`src/rtl/life_scan_port.sv`:
```
// life_scan_port: serial scan-chain driver for the 16-cell life array.
//
// Accepts a parallel pattern over a valid/ready handshake. It shifts the
// pattern into the array one bit per strobe and captures the bits leaving
// the chain, then presents them as a parallel dump word. In recirc mode each
// bit read is written straight back, so the array contents are preserved.
// While a transfer is in flight run_inhibit holds off the generation step.
//
// Ports:
//   clk, reset          system clock, synchronous active-high reset
//   load_valid/ready    transfer request handshake (ready only in IDLE)
//   load_data, recirc   pattern and mode, both sampled at accept
//   dump_valid/data     one-cycle pulse with the captured array contents
//   run_inhibit         high whenever a transfer is in progress
//   scan, scan_write_enb, scan_write_val   strobe and write bit to the array
//   scan_read_val       bit leaving the chain, valid before the strobe edge
//
// state | meaning
// ------+-----------------------------------------------------------
// IDLE  | waiting for load_valid; load_ready high
// SHIFT | strobe cycle: one bit written, one bit captured
// GAP   | SHIFT_GAP quiet cycles between consecutive strobes
// DONE  | dump_valid pulse; dump_data holds the captured word

module life_scan_port #(
  parameter int CELLS     = 16,
  parameter int SHIFT_GAP = 1
) (
  input  logic             clk,
  input  logic             reset,
  input  logic             load_valid,
  output logic             load_ready,
  input  logic [CELLS-1:0] load_data,
  input  logic             recirc,
  output logic             dump_valid,
  output logic [CELLS-1:0] dump_data,
  output logic             run_inhibit,
  output logic             scan,
  output logic             scan_write_enb,
  output logic             scan_write_val,
  input  logic             scan_read_val
);

  localparam int CNT_W = $clog2(CELLS + 1);
  localparam logic [CNT_W-1:0] LAST_BIT = CNT_W'(CELLS - 1);
  // Gap counter counts down to zero, so it is loaded with one less than the gap.
  localparam logic [2:0] GAP_LOAD = (SHIFT_GAP > 0) ? 3'(SHIFT_GAP - 1) : 3'd0;

  typedef enum logic [1:0] {IDLE, SHIFT, GAP, DONE} state_t;

  state_t           state;
  logic [CELLS-1:0] shift_q;
  logic [CELLS-1:0] capture_q;
  logic             recirc_q;
  logic             strobe_q;
  logic [CNT_W-1:0] bit_cnt;
  logic [2:0]       gap_cnt;

  always_ff @(posedge clk) begin
    if (reset) begin
      state      <= IDLE;
      load_ready <= 1'b1;
      dump_valid <= 1'b0;
      dump_data  <= '0;
      strobe_q   <= 1'b0;
      shift_q    <= '0;
      capture_q  <= '0;
      recirc_q   <= 1'b0;
      bit_cnt    <= '0;
      gap_cnt    <= 3'd0;
    end else begin
      case (state)
        IDLE: begin
          if (load_valid) begin
            shift_q    <= load_data;
            recirc_q   <= recirc;
            capture_q  <= '0;
            bit_cnt    <= '0;
            load_ready <= 1'b0;
            strobe_q   <= 1'b1;
            state      <= SHIFT;
          end
        end
        SHIFT: begin
          capture_q <= {capture_q[CELLS-2:0], scan_read_val};
          shift_q   <= shift_q << 1;
          bit_cnt   <= bit_cnt + 1'b1;
          if (bit_cnt == LAST_BIT) begin
            // Last strobe: the final captured bit goes straight into the dump word.
            strobe_q   <= 1'b0;
            dump_valid <= 1'b1;
            dump_data  <= {capture_q[CELLS-2:0], scan_read_val};
            state      <= DONE;
          end else if (SHIFT_GAP == 0) begin
            strobe_q <= 1'b1;
            state    <= SHIFT;
          end else begin
            strobe_q <= 1'b0;
            gap_cnt  <= GAP_LOAD;
            state    <= GAP;
          end
        end
        GAP: begin
          if (gap_cnt == 3'd0) begin
            strobe_q <= 1'b1;
            state    <= SHIFT;
          end else begin
            gap_cnt <= gap_cnt - 1'b1;
          end
        end
        DONE: begin
          dump_valid <= 1'b0;
          load_ready <= 1'b1;
          state      <= IDLE;
        end
        default: begin
          strobe_q   <= 1'b0;
          dump_valid <= 1'b0;
          load_ready <= 1'b1;
          state      <= IDLE;
        end
      endcase
    end
  end

  assign scan           = strobe_q;
  assign scan_write_enb = strobe_q;
  // Recirc writes back the bit being read, so the write value follows the chain output.
  assign scan_write_val = strobe_q & (recirc_q ? scan_read_val : shift_q[CELLS-1]);
  assign run_inhibit    = (state != IDLE);

endmodule

```
`config.mk`:
```
export PLATFORM = sky130hd
export DESIGN_NAME = life_scan_port
export DESIGN_NICKNAME = d
export VERILOG_FILES = /design/src/rtl/life_scan_port.sv
export SDC_FILE = /design/constraint.sdc
export NUM_CORES = 1
export LEC_CHECK = 0
export ABC_CLOCK_PERIOD_IN_PS = 1800
export CORE_ASPECT_RATIO = 0.6
export CORE_MARGIN = 5
export CORE_UTILIZATION = 36
export DETAILED_ROUTE_END_ITERATION = 8
export GPL_ROUTABILITY_DRIVEN = 0
export PLACE_DENSITY_LB_ADDON = 0.15
export SLEW_MARGIN = 20
export SYNTH_ARGS = -nofsm -noshare
export SYNTH_HDL_FRONTEND = slang
export SYNTH_SLANG_ARGS = --single-unit
```
`constraint.sdc`:
```
create_clock -name clk -period 1.8 [get_ports clk]
set_input_delay 0.18 -clock clk [delete_from_list [all_inputs] [get_ports clk]]
set_output_delay 0.18 -clock clk [all_outputs]
set_load 0.1 [all_outputs]
```
After elaboration in Yosys (flattened, before gate mapping)
Index checks and enable logic that the tools add are counted.
{ "word_totals": {"elab_cells": 59, "ramBits": 0, "in_bits": 21, "memories": 0, "romBits": 0, "regBits": 61, "output_inout_bits": 22, "latchBits": 0} }
{ "op_classes": {"bitwise_logic": 1, "n_addsub": 2, "n_reduce_logical": 16, "n_shift": 0, "eq_ne": 9, "n_div": 0, "mul": 0, "n_lt_le_gt_ge": 0, "muxes": 21} }
{ "op_table": {"columns": ["op", "n"], "rows": [
  ["$pmux 16 s2", 1],
  ["$pmux 15 s2", 1],
  ["$mux 16", 1],
  ["$mux 15", 1],
  ["$reduce_and 2->1", 6],
  ["$ne 2x2->1 const B", 5],
  ["$pmux 5 s2", 1],
  ["$reduce_bool 2->1", 5],
  ["$pmux 2 s4", 1],
  ["$mux 1", 6],
  ["$mux 3", 2],
  ["$pmux 3 s2", 1],
  ["$reduce_and 3->1", 2],
  ["$add 5x1->5 const B", 1],
  ["$eq 5x4->1 const B", 1],
  ["$mux 5", 1],
  ["$eq 2x2->1 const B", 2],
  ["$mux 2", 2],
  ["$pmux 1 s2", 2],
  ["$logic_not 3->1", 1],
  ["$pmux 1 s3", 1],
  ["$reduce_bool 3->1", 1],
  ["$sub 3x1->3 const B", 1],
  ["$eq 2x1->1 const B", 1],
  ["2 further kinds", 2]
]} }

Depth between registers and ports, before layout
Gate-level depths: netlist (run 1).
{ "depth": {"word_depth": 3, "depth_mapped": 8, "ltp_nobuf": 6} }

Worst setup path after synthesis (run 1)
OpenSTA, ideal clock, no wires.
{ "synth_path": {"path_kind": "register to output", "start": "register strobe_q, in the netlist scan", "end": "output scan_write_val", "required_time_ps": 1620, "stages_incl_launch_ff": 2, "setup_slack_ps": -806, "arrival_time_ps": 2426, "path_buffers": 0, "path_cell_list": "dfxtp_1 nor2b_1"} }
{ "synth_via": {"elab_chain_cells": 1} }
{ "synth_rtl": {"columns": ["element", "line", "source"], "rows": [
  ["from (decl)", "55", "logic strobe_q;"],
  ["from (signal assigned)", "65", "strobe_q <= 1'b0;"],
  ["from (signal assigned)", "80", "strobe_q <= 1'b1;"],
  ["from (signal assigned)", "90", "strobe_q <= 1'b0;"],
  ["$and 1x1->1", "129", "assign scan_write_val = strobe_q & (recirc_q ? scan_read_val : shift_q[CELLS-1]);"],
  ["to (decl)", "40", "output logic scan_write_val,"]
]} }
No other way between the ends.

Final worst setup path (run 1)
{ "layout_path": {"start": "register bit_cnt[0]", "end": "register gap_cnt[1]"} }
{ "layout_via": {"elab_chain_cells": 3} }
{ "layout_rtl": {"columns": ["element", "line", "source"], "rows": [
  ["from (decl)", "56", "logic [CNT_W-1:0] bit_cnt;"],
  ["from (signal assigned)", "87", "bit_cnt <= bit_cnt + 1'b1;"],
  ["$eq 5x4->1", "88", "if (bit_cnt == LAST_BIT) begin"],
  ["$ne 2x2->1 (no source line)", null, null],
  ["$reduce_and 3->1 (no source line)", null, null],
  ["to (signal assigned)", "108", "gap_cnt <= gap_cnt - 1'b1;"],
  ["to (decl)", "57", "logic [2:0] gap_cnt;"]
]} }
No other way between the ends.
A chain may end at the register's enable or synchronous reset.

==> results.rst, run 1 <==
.. list-table::
   :header-rows: 1

   * - Metric
     - Value
   * - Status
     - finished, final reports clean
   * - Detail Placement HPWL
     - roughly 3700 um
   * - CTS Root Buffer Type
     - sky130_fd_sc_hd__clkbuf_16
   * - Syn Area/Cell
     - 8.53 um^2
   * - Die width
     - around 120 um
   * - Synthesis warning total
     - 0
   * - Biggest fanout along the worst timing path
     - 4
   * - Layout cells sized above 1
     - roughly 18%
   * - Violation count after the first detailed-route iteration
     - 159
   * - Vias per std cell
     - roughly 5
   * - CTS HTree Levels
     - 3
   * - Initial antenna violation count
     - 0
   * - Kind of capture point of the worst setup path
     - flip-flop
   * - Number of sinks driven by the clock tree
     - between 60 and 70
   * - Clock-pin slew of the registers on the worst-case setup and hold paths
     - approximately 50 ps
   * - Count of cell types in the netlist
     - between 40 and 50
   * - Area added between synthesis and finish
     - 32.5%
   * - Number of global-route vias before repair
     - between 2000 and 2500
   * - Insertion delay to the later sink of the worst-skew pair
     - approximately 320 ps
   * - All-Layer GR Usage
     - between 10% and 20%
   * - Clk_skew
     - 5.82 ps
   * - Data arrival, critical path
     - ~1900 ps
   * - Slew Viols, Final
     - 0
   * - Maximum vdd ir drop
     - around 450 uV
   * - Flip-flop cell with the highest count after synthesis
     - sky130_fd_sc_hd__dfxtp_1
   * - Sum of met2 wire segment lengths after detailed routing
     - roughly 2400 um
   * - Total of buffers placed on input and output ports
     - 42
   * - Setup Total Neg Slack
     - 0 ps
   * - Count of final setup violators
     - 0
   * - Overall Power
     - between 3000 and 4000 uW
   * - Combinational group share of total power
     - 11.1%
   * - First drt pass iteration count
     - 4
   * - Die Ht
     - roughly 74 um
   * - Met1 Routed Length
     - approximately 3000 um
   * - Critical path type
     - reg2reg
   * - Total congestion overflow after global routing
     - 0
   * - Synth top area share
     - 49.0%
   * - Number of buffers inserted during clock tree synthesis
     - 9
   * - Clk network pwr share
     - around half
   * - Endpoints failing hold
     - 0
   * - Syn nets
     - approximately 320
   * - Sum of routed wire length over all layers
     - 5690 um
   * - Post-synth EDFFs
     - 0
   * - TritonCTS clock tree
     - done
   * - Clock Path Buffers
     - 2
   * - Standard-cell row count
     - 23
   * - Net Sw Frac
     - between 20% and 30%
   * - Total internal power
     - 2850 uW
   * - Synthesized area
     - 2490 um^2
   * - Leakage power
     - around 0.0013 uW
   * - Net switching power of the design
     - roughly 860 uW
   * - First-pass GRT wire length
     - 9730 um
   * - Uppermost layer routed
     - met4
   * - Synth area leader
     - sky130_fd_sc_hd__dfxtp_1
   * - Synth top area cells
     - sky130_fd_sc_hd__dfxtp_1 49%, sky130_fd_sc_hd__nand2_1 7.8%, sky130_fd_sc_hd__a21oi_1 7.0%
   * - Category of the worst setup path launch point
     - flip-flop
   * - Final nets
     - around 350
   * - Headroom to the max-slew limit
     - between 70 and 80%
   * - Crit path required time
     - around 2000 ps
   * - Detailed-route via count
     - approximately 2100
   * - Synthesized netlist cell count
     - just under 300
   * - Count of inserted antenna diode cells
     - 0
   * - Pin count of the biggest net entering global routing
     - 34
   * - Die outline area
     - between 8000 and 9000 um^2
   * - Transition time of the tightest slew-check pin
     - between 400 and 500 ps
   * - Starting density of the core
     - a little under two fifths
   * - Fmax
     - ~590 MHz
   * - Max-Cap Viols
     - 0
   * - Fraction of synthesis flops using an asynchronous set or reset pin
     - 0%
   * - Detailed route wirelength on metal3
     - approximately 230 um
   * - Unrepaired setup endpoints after global routing
     - no
   * - Hold crit path type
     - in2reg
   * - Cell with the most instances after synthesis
     - sky130_fd_sc_hd__dfxtp_1
   * - Minimum clock period after layout
     - about 1700 ps
   * - Number of design rule violations left after detail routing
     - 0
   * - Area of the placeable core
     - roughly 6700 um^2
   * - Ports placed on the boundary
     - 43
   * - Post-CTS setup buffers
     - 0
   * - Post-layout utilization of the core
     - 49.2%
   * - Tcrit/Tclk final
     - between 90 and 100%
   * - Fraction of the yosys area taken by sequential cells
     - between 40% and 50%
   * - Relative contribution of sequential cells to total power
     - about two fifths
   * - Number of register bits inferred by synthesis
     - 61
   * - Power density over the cells
     - around 1100 nW/um^2
   * - Post-route ant nets
     - 0
   * - Detail-routed net length per standard cell
     - 13.5 um
   * - Post-synth top cells
     - 61 x sky130_fd_sc_hd__dfxtp_1, 52 x sky130_fd_sc_hd__nand2_1, 36 x sky130_fd_sc_hd__nor2_1
## cells in the final DEF, fill, tap and decap left out, types with 2 or more instances in the layout
cell                              count
sky130_fd_sc_hd__a211oi_1            18
sky130_fd_sc_hd__a21oi_1             35
sky130_fd_sc_hd__a22oi_1             16
sky130_fd_sc_hd__buf_12               5
sky130_fd_sc_hd__buf_4               26
sky130_fd_sc_hd__bufinv_16            2
sky130_fd_sc_hd__clkbuf_16            9
sky130_fd_sc_hd__clkbuf_8             2
sky130_fd_sc_hd__clkdlybuf4s50_1     19
sky130_fd_sc_hd__clkinv_2             2
sky130_fd_sc_hd__dfxtp_1             59
sky130_fd_sc_hd__dfxtp_2              2
sky130_fd_sc_hd__ha_1                 2
sky130_fd_sc_hd__ha_2                 2
sky130_fd_sc_hd__inv_1                5
sky130_fd_sc_hd__mux2i_1              2
sky130_fd_sc_hd__nand2_1             52
sky130_fd_sc_hd__nand2b_1             2
sky130_fd_sc_hd__nand3_1              3
sky130_fd_sc_hd__nand3b_1             2
sky130_fd_sc_hd__nor2_1              36
sky130_fd_sc_hd__nor2b_1              4
sky130_fd_sc_hd__nor3_1               2
sky130_fd_sc_hd__o21ai_0              2
sky130_fd_sc_hd__or3_1                2
## state kept, by name (all words and copies together) (netlist names)
name	count
state	2
bit_cnt	5
scan	1
capture_q	15
gap_cnt	3
load_ready	1
recirc_q	1
dump_valid	1
shift_q	16
dump_data	16
## timing repair
item,in CTS,in global routing
hold endpoints to repair,0,0
gates resized for setup,0,5
hold buffers,0,0
endpoints found under the setup margin,0,9
## area by class of cell
type                       instances  area, um^2
fill                             660        3410
sequential                        61        1220
multi-input combinational        200        1120
timing repair buffer              51         490
clock buffer                      12         256
tap                               87         109
clock inverter                     4        70.1
inverter                           6        25.0
## layer usage
layer	global-route usage, %	vias up
met1	18.4	995
met5	0	-
met4	5.41	0
li1	-	1088
met2	20.4	41
met3	4.56	7
## worst paths after layout
check | startpoint | slack, ps | depth (start not counted) | to
worst max-delay path | bit_cnt[0] | 90 | 6 | gap_cnt[1]
worst min-delay path | reset | 250 | 2 | state[1]
worst max register to register | bit_cnt[0] | 90 | 6 | gap_cnt[1]
worst min register to register | dump_data[9] | 450 | 2 | dump_data[9]
## metrics by stage
stage | area, um^2 | setup slack [ps] | std cells | hold slack [ps]
after floorplan | 2500 | 98.4 | 292 | 316
after global routing | 3300 | 28.7 | 421 | 249
final | 3300 | 91.6 | 421 | 246
after detailed placement | 2960 | 19.6 | 405 | 448
after global placement | 2960 | 54.8 | 405 | 447
after CTS | 3290 | 10.5 | 421 | 230
## power groups by stage
stage	clock network (uW)	registers, uW	logic, uW
6_report	1850	1450	410
5_1_grt	1960	1450	447
4_1_cts	1890	1450	413
3_5_place_dp	0	1470	412
3_3_place_gp	0	1470	410
2_1_floorplan	0	1490	264
## kinds of logic (layout without fill, tap and decap cells)
family                   count (synthesis)  in the layout  synth area share [%]
adder cells (fa/ha/maj)                  4              4                  2.01
multiplexers                             2              2                 0.804
AND/OR/NAND/NOR                        111            111                  19.4
flip-flops                              61             61                  49.0
AO/OA/AOI/OAI                           83             83                  22.2
buffers and inverters                   31             73                  6.48
## worst max-delay path: stages (launching register included)
cell	delay, ps
sky130_fd_sc_hd__dfxtp_1	330
sky130_fd_sc_hd__ha_2	200
sky130_fd_sc_hd__and3_1	180
sky130_fd_sc_hd__ha_2	190
sky130_fd_sc_hd__or3b_2	450
sky130_fd_sc_hd__o311ai_0	140
sky130_fd_sc_hd__a21oi_2	90
No activity file was read; power rests on OpenSTA's default activity.
==> run 2, diff against run 1 <==
==> constraint.sdc (replaced) <==
create_clock -name clk -period 1.8 [get_ports clk]
set_input_delay 0.54 -clock clk [delete_from_list [all_inputs] [get_ports clk]]
set_output_delay 0.54 -clock clk [all_outputs]
set_load 0.1 [all_outputs]
==> run 2 against run 1 <==
- first-iteration DRC count shrank 1.9%
- final area grew 11%
- die area is the same
- core utilization grew 5.2 points
- critical path type is now reg2out
- largest cell class unchanged
- highest routed layer unchanged
==> results.rst, run 2 (synthesized netlist as in run 1, its figures left out) <==
.. list-table::
   :header-rows: 1

   * - Metric
     - Value
   * - Leading cell type in the layout, fill and taps excluded
     - sky130_fd_sc_hd__dfxtp_1
   * - Leakage power
     - 0.00140 uW (+9.0%)
   * - Initial antenna violation count
     - 0 (unchanged)
   * - # placed instances
     - 415 (+2.5%)
   * - Hold crit path type
     - reg2reg
   * - Die Ht
     - 74.4 um (unchanged)
   * - Maximum vdd ir drop
     - 845 uV (+88%)
   * - Die outline area
     - 8730 um^2 (unchanged)
   * - Hold Crit Start
     - capture_q[14]
   * - Post-route ant nets
     - 0 (unchanged)
   * - Hold Path Stages
     - 2 (unchanged)
   * - Clock-pin slew of the registers on the worst-case setup and hold paths
     - 50 ps (about the same)
   * - Fill cell count
     - 636 (-3.6%)
   * - CTS HTree Levels
     - 3 (unchanged)
   * - Transition time of the tightest slew-check pin
     - 308 ps (-124 ps)
   * - Number of cells traversed by the worst register-to-register path
     - 6 (unchanged)
   * - Min Hold Slack
     - 457 ps (+211 ps)
   * - Count of final setup violators
     - 0 (unchanged)
   * - Slack of the worst reg-to-reg path
     - 100 ps (about the same)
   * - Unrepaired setup endpoints after global routing
     - no
   * - First drt pass iteration count
     - 4 (unchanged)
   * - Ports placed on the boundary
     - 43 (unchanged)
   * - Number of buffers inserted for hold repair after clock tree synthesis
     - 0 (unchanged)
   * - Worst-case setup margin in the final layout
     - 61.4 ps (-30.2 ps)
   * - FF-to-FF Start
     - bit_cnt[1]
   * - TritonCTS clock tree
     - done
   * - Pin count of the biggest net entering global routing
     - 48 (+41%)
   * - Data arrival, critical path
     - 1200 ps (-700 ps)
   * - Sum of routed wire length over all layers
     - 5900 um (+3.6%)
   * - Detailed-route via count
     - 2155 (+1.1%)
   * - Clock Path Buffers
     - 2 (unchanged)
   * - Number of sinks driven by the clock tree
     - 61 (unchanged)
   * - Total congestion overflow after global routing
     - 0 (unchanged)
   * - Final nets
     - 364 (+2.8%)
   * - Standard-cell row count
     - 23 (unchanged)
   * - CTS Root Buffer Type
     - sky130_fd_sc_hd__clkbuf_16
   * - Slew Viols, Final
     - 0 (unchanged)
   * - Die width
     - 117 um (unchanged)
   * - Status
     - finished, final reports clean
   * - Max-Cap Viols
     - 0 (unchanged)
   * - Starting density of the core
     - 37.1% (unchanged)
   * - Power density over the cells
     - 1020 nW/um^2 (-9.2%)
   * - Post-CTS setup buffers
     - 0 (unchanged)
   * - Critical path type
     - reg2out
   * - Layout cells sized above 1
     - 20.9% (+3.0 points)
   * - Sequential cell area in the final layout
     - 1230 um^2 (+0.51%)
   * - All-Layer GR Usage
     - 14.7% (+1.1 points)
   * - Biggest fanout along the worst timing path
     - 2 (-2)
   * - Multi-input combinational cell area
     - 1130 um^2 (+0.78%)
   * - Crit path required time
     - 1260 ps (-730 ps)
   * - First-pass GRT wire length
     - 10300 um (+6.0%)
   * - Placement-stage worst setup slack
     - -327 ps (-347 ps)
   * - Capture instance of the worst register-to-register path
     - gap_cnt[1]
   * - Fmax
     - 575 MHz (-1.7%)
   * - Insertion delay to the later sink of the worst-skew pair
     - 330 ps (about the same)
   * - Total of buffers placed on input and output ports
     - 42 (unchanged)
   * - Area of the placeable core
     - 6710 um^2 (unchanged)
   * - Count of inserted antenna diode cells
     - 0 (unchanged)
   * - Area added between synthesis and finish
     - 46.5%
   * - Number of global-route vias before repair
     - 2147 (+3.5%)
   * - Kind of capture point of the worst setup path
     - output pin
   * - Vias per std cell
     - 5.00 (-1.2%)
   * - Detail Placement HPWL
     - 4030 um (+8.7%)
   * - Violation count after the first detailed-route iteration
     - 156 (-1.9%)
   * - Headroom to the max-slew limit
     - 78.9% (+7.8 points)
   * - Commonest cells after routing, fill and taps aside
     - 58 x sky130_fd_sc_hd__dfxtp_1, 52 x sky130_fd_sc_hd__nand2_1, 36 x sky130_fd_sc_hd__nor2_1, 35 x sky130_fd_sc_hd__a21oi_1, 26 x sky130_fd_sc_hd__buf_12
   * - Tcrit/Tclk final
     - 96.6% (+1.7 points)
   * - Category of the worst setup path launch point
     - flip-flop
   * - Destination of the worst hold path
     - dump_data[15]
   * - Setup Total Neg Slack
     - 0 ps (unchanged)
   * - Minimum clock period after layout
     - 1740 ps (+30.2 ps)
   * - Detail-routed net length per standard cell
     - 13.7 um (+1.2%)
   * - Endpoints failing hold
     - 0 (unchanged)
   * - Top flop regs
     - dump_data x16, shift_q x16, capture_q x15
   * - Number of buffers inserted during clock tree synthesis
     - 9 (unchanged)
   * - Clk_skew
     - 4.10 ps (-1.72 ps)
   * - Finished Layout Cells
     - 431 (+2.4%)
   * - Overall Power
     - 3730 uW (+0.43%)
   * - Number of design rule violations left after detail routing
     - 0 (unchanged)
-- run 2: cell type report --
class	count	share of cell area, %
flip-flops and latches	61	33.7
multi-input cells	200	31.0
repair buffers	61	22.7
clock buffers	13	7.72
well taps	87	2.98
clock inverters	3	1.10
inverters	6	0.686
-- run 2: worst max-delay path, stage by stage, from the launching register on --
cell                      delay, ps
sky130_fd_sc_hd__dfxtp_1        380
sky130_fd_sc_hd__mux2i_4        270
sky130_fd_sc_hd__nor2b_4         60
sky130_fd_sc_hd__buf_12         160
-- run 2: routing by layer --
metal	GRT usage, %	part of all wire (%)	vias to the layer above
met5	0	0	-
met4	5.02	1.4	0
met3	6.61	4.6	8
met2	21.6	43	37
met1	19.4	51	1003
li1	-	-	1107
-- run 2: worst max path at each step --
stage | startpoint | cells past startpoint | endpoint | slack, ps
2_1_floorplan | state[1] | 3 | run_inhibit | 80
3_3_place_gp | scan_read_val | 4 | scan_write_val | -330
3_5_place_dp | scan_read_val | 4 | scan_write_val | -330
4_1_cts | scan_read_val | 4 | scan_write_val | 20
5_1_grt | bit_cnt[1] | 6 | gap_cnt[0] | 20
6_report | recirc_q | 3 | scan_write_val | 60
-- run 2: repair_timing --
item                                    in CTS  in global routing
endpoints found under the setup margin       2                  6
pin swaps                                    0                  0
resized for setup                            6                  5
-- run 2: report_power, final --
group / leakage (uW) / total (uW) / internal (uW) / switching [uW]
logic: 0.000737 / 471 / 208 / 263
registers: 0.000498 / 1450 / 1410 / 46.3
clock network: 0.000161 / 1800 / 1220 / 578
total: 0.00140 / 3730 / 2840 / 887
-- run 2: per-stage QoR --
stage	util [%]	instance area, um^2
after floorplan	-	2500
after global placement	49.2	3300
after detailed placement	49.2	3300
after CTS	54.2	3630
after global routing	54.4	3650
final	54.4	3650
==> run 3, diff against run 2 <==
CAP_MARGIN = 20   (was unset)
==> results of run 3 <==
Final layout, timing and power as in run 2 (identical DEF).
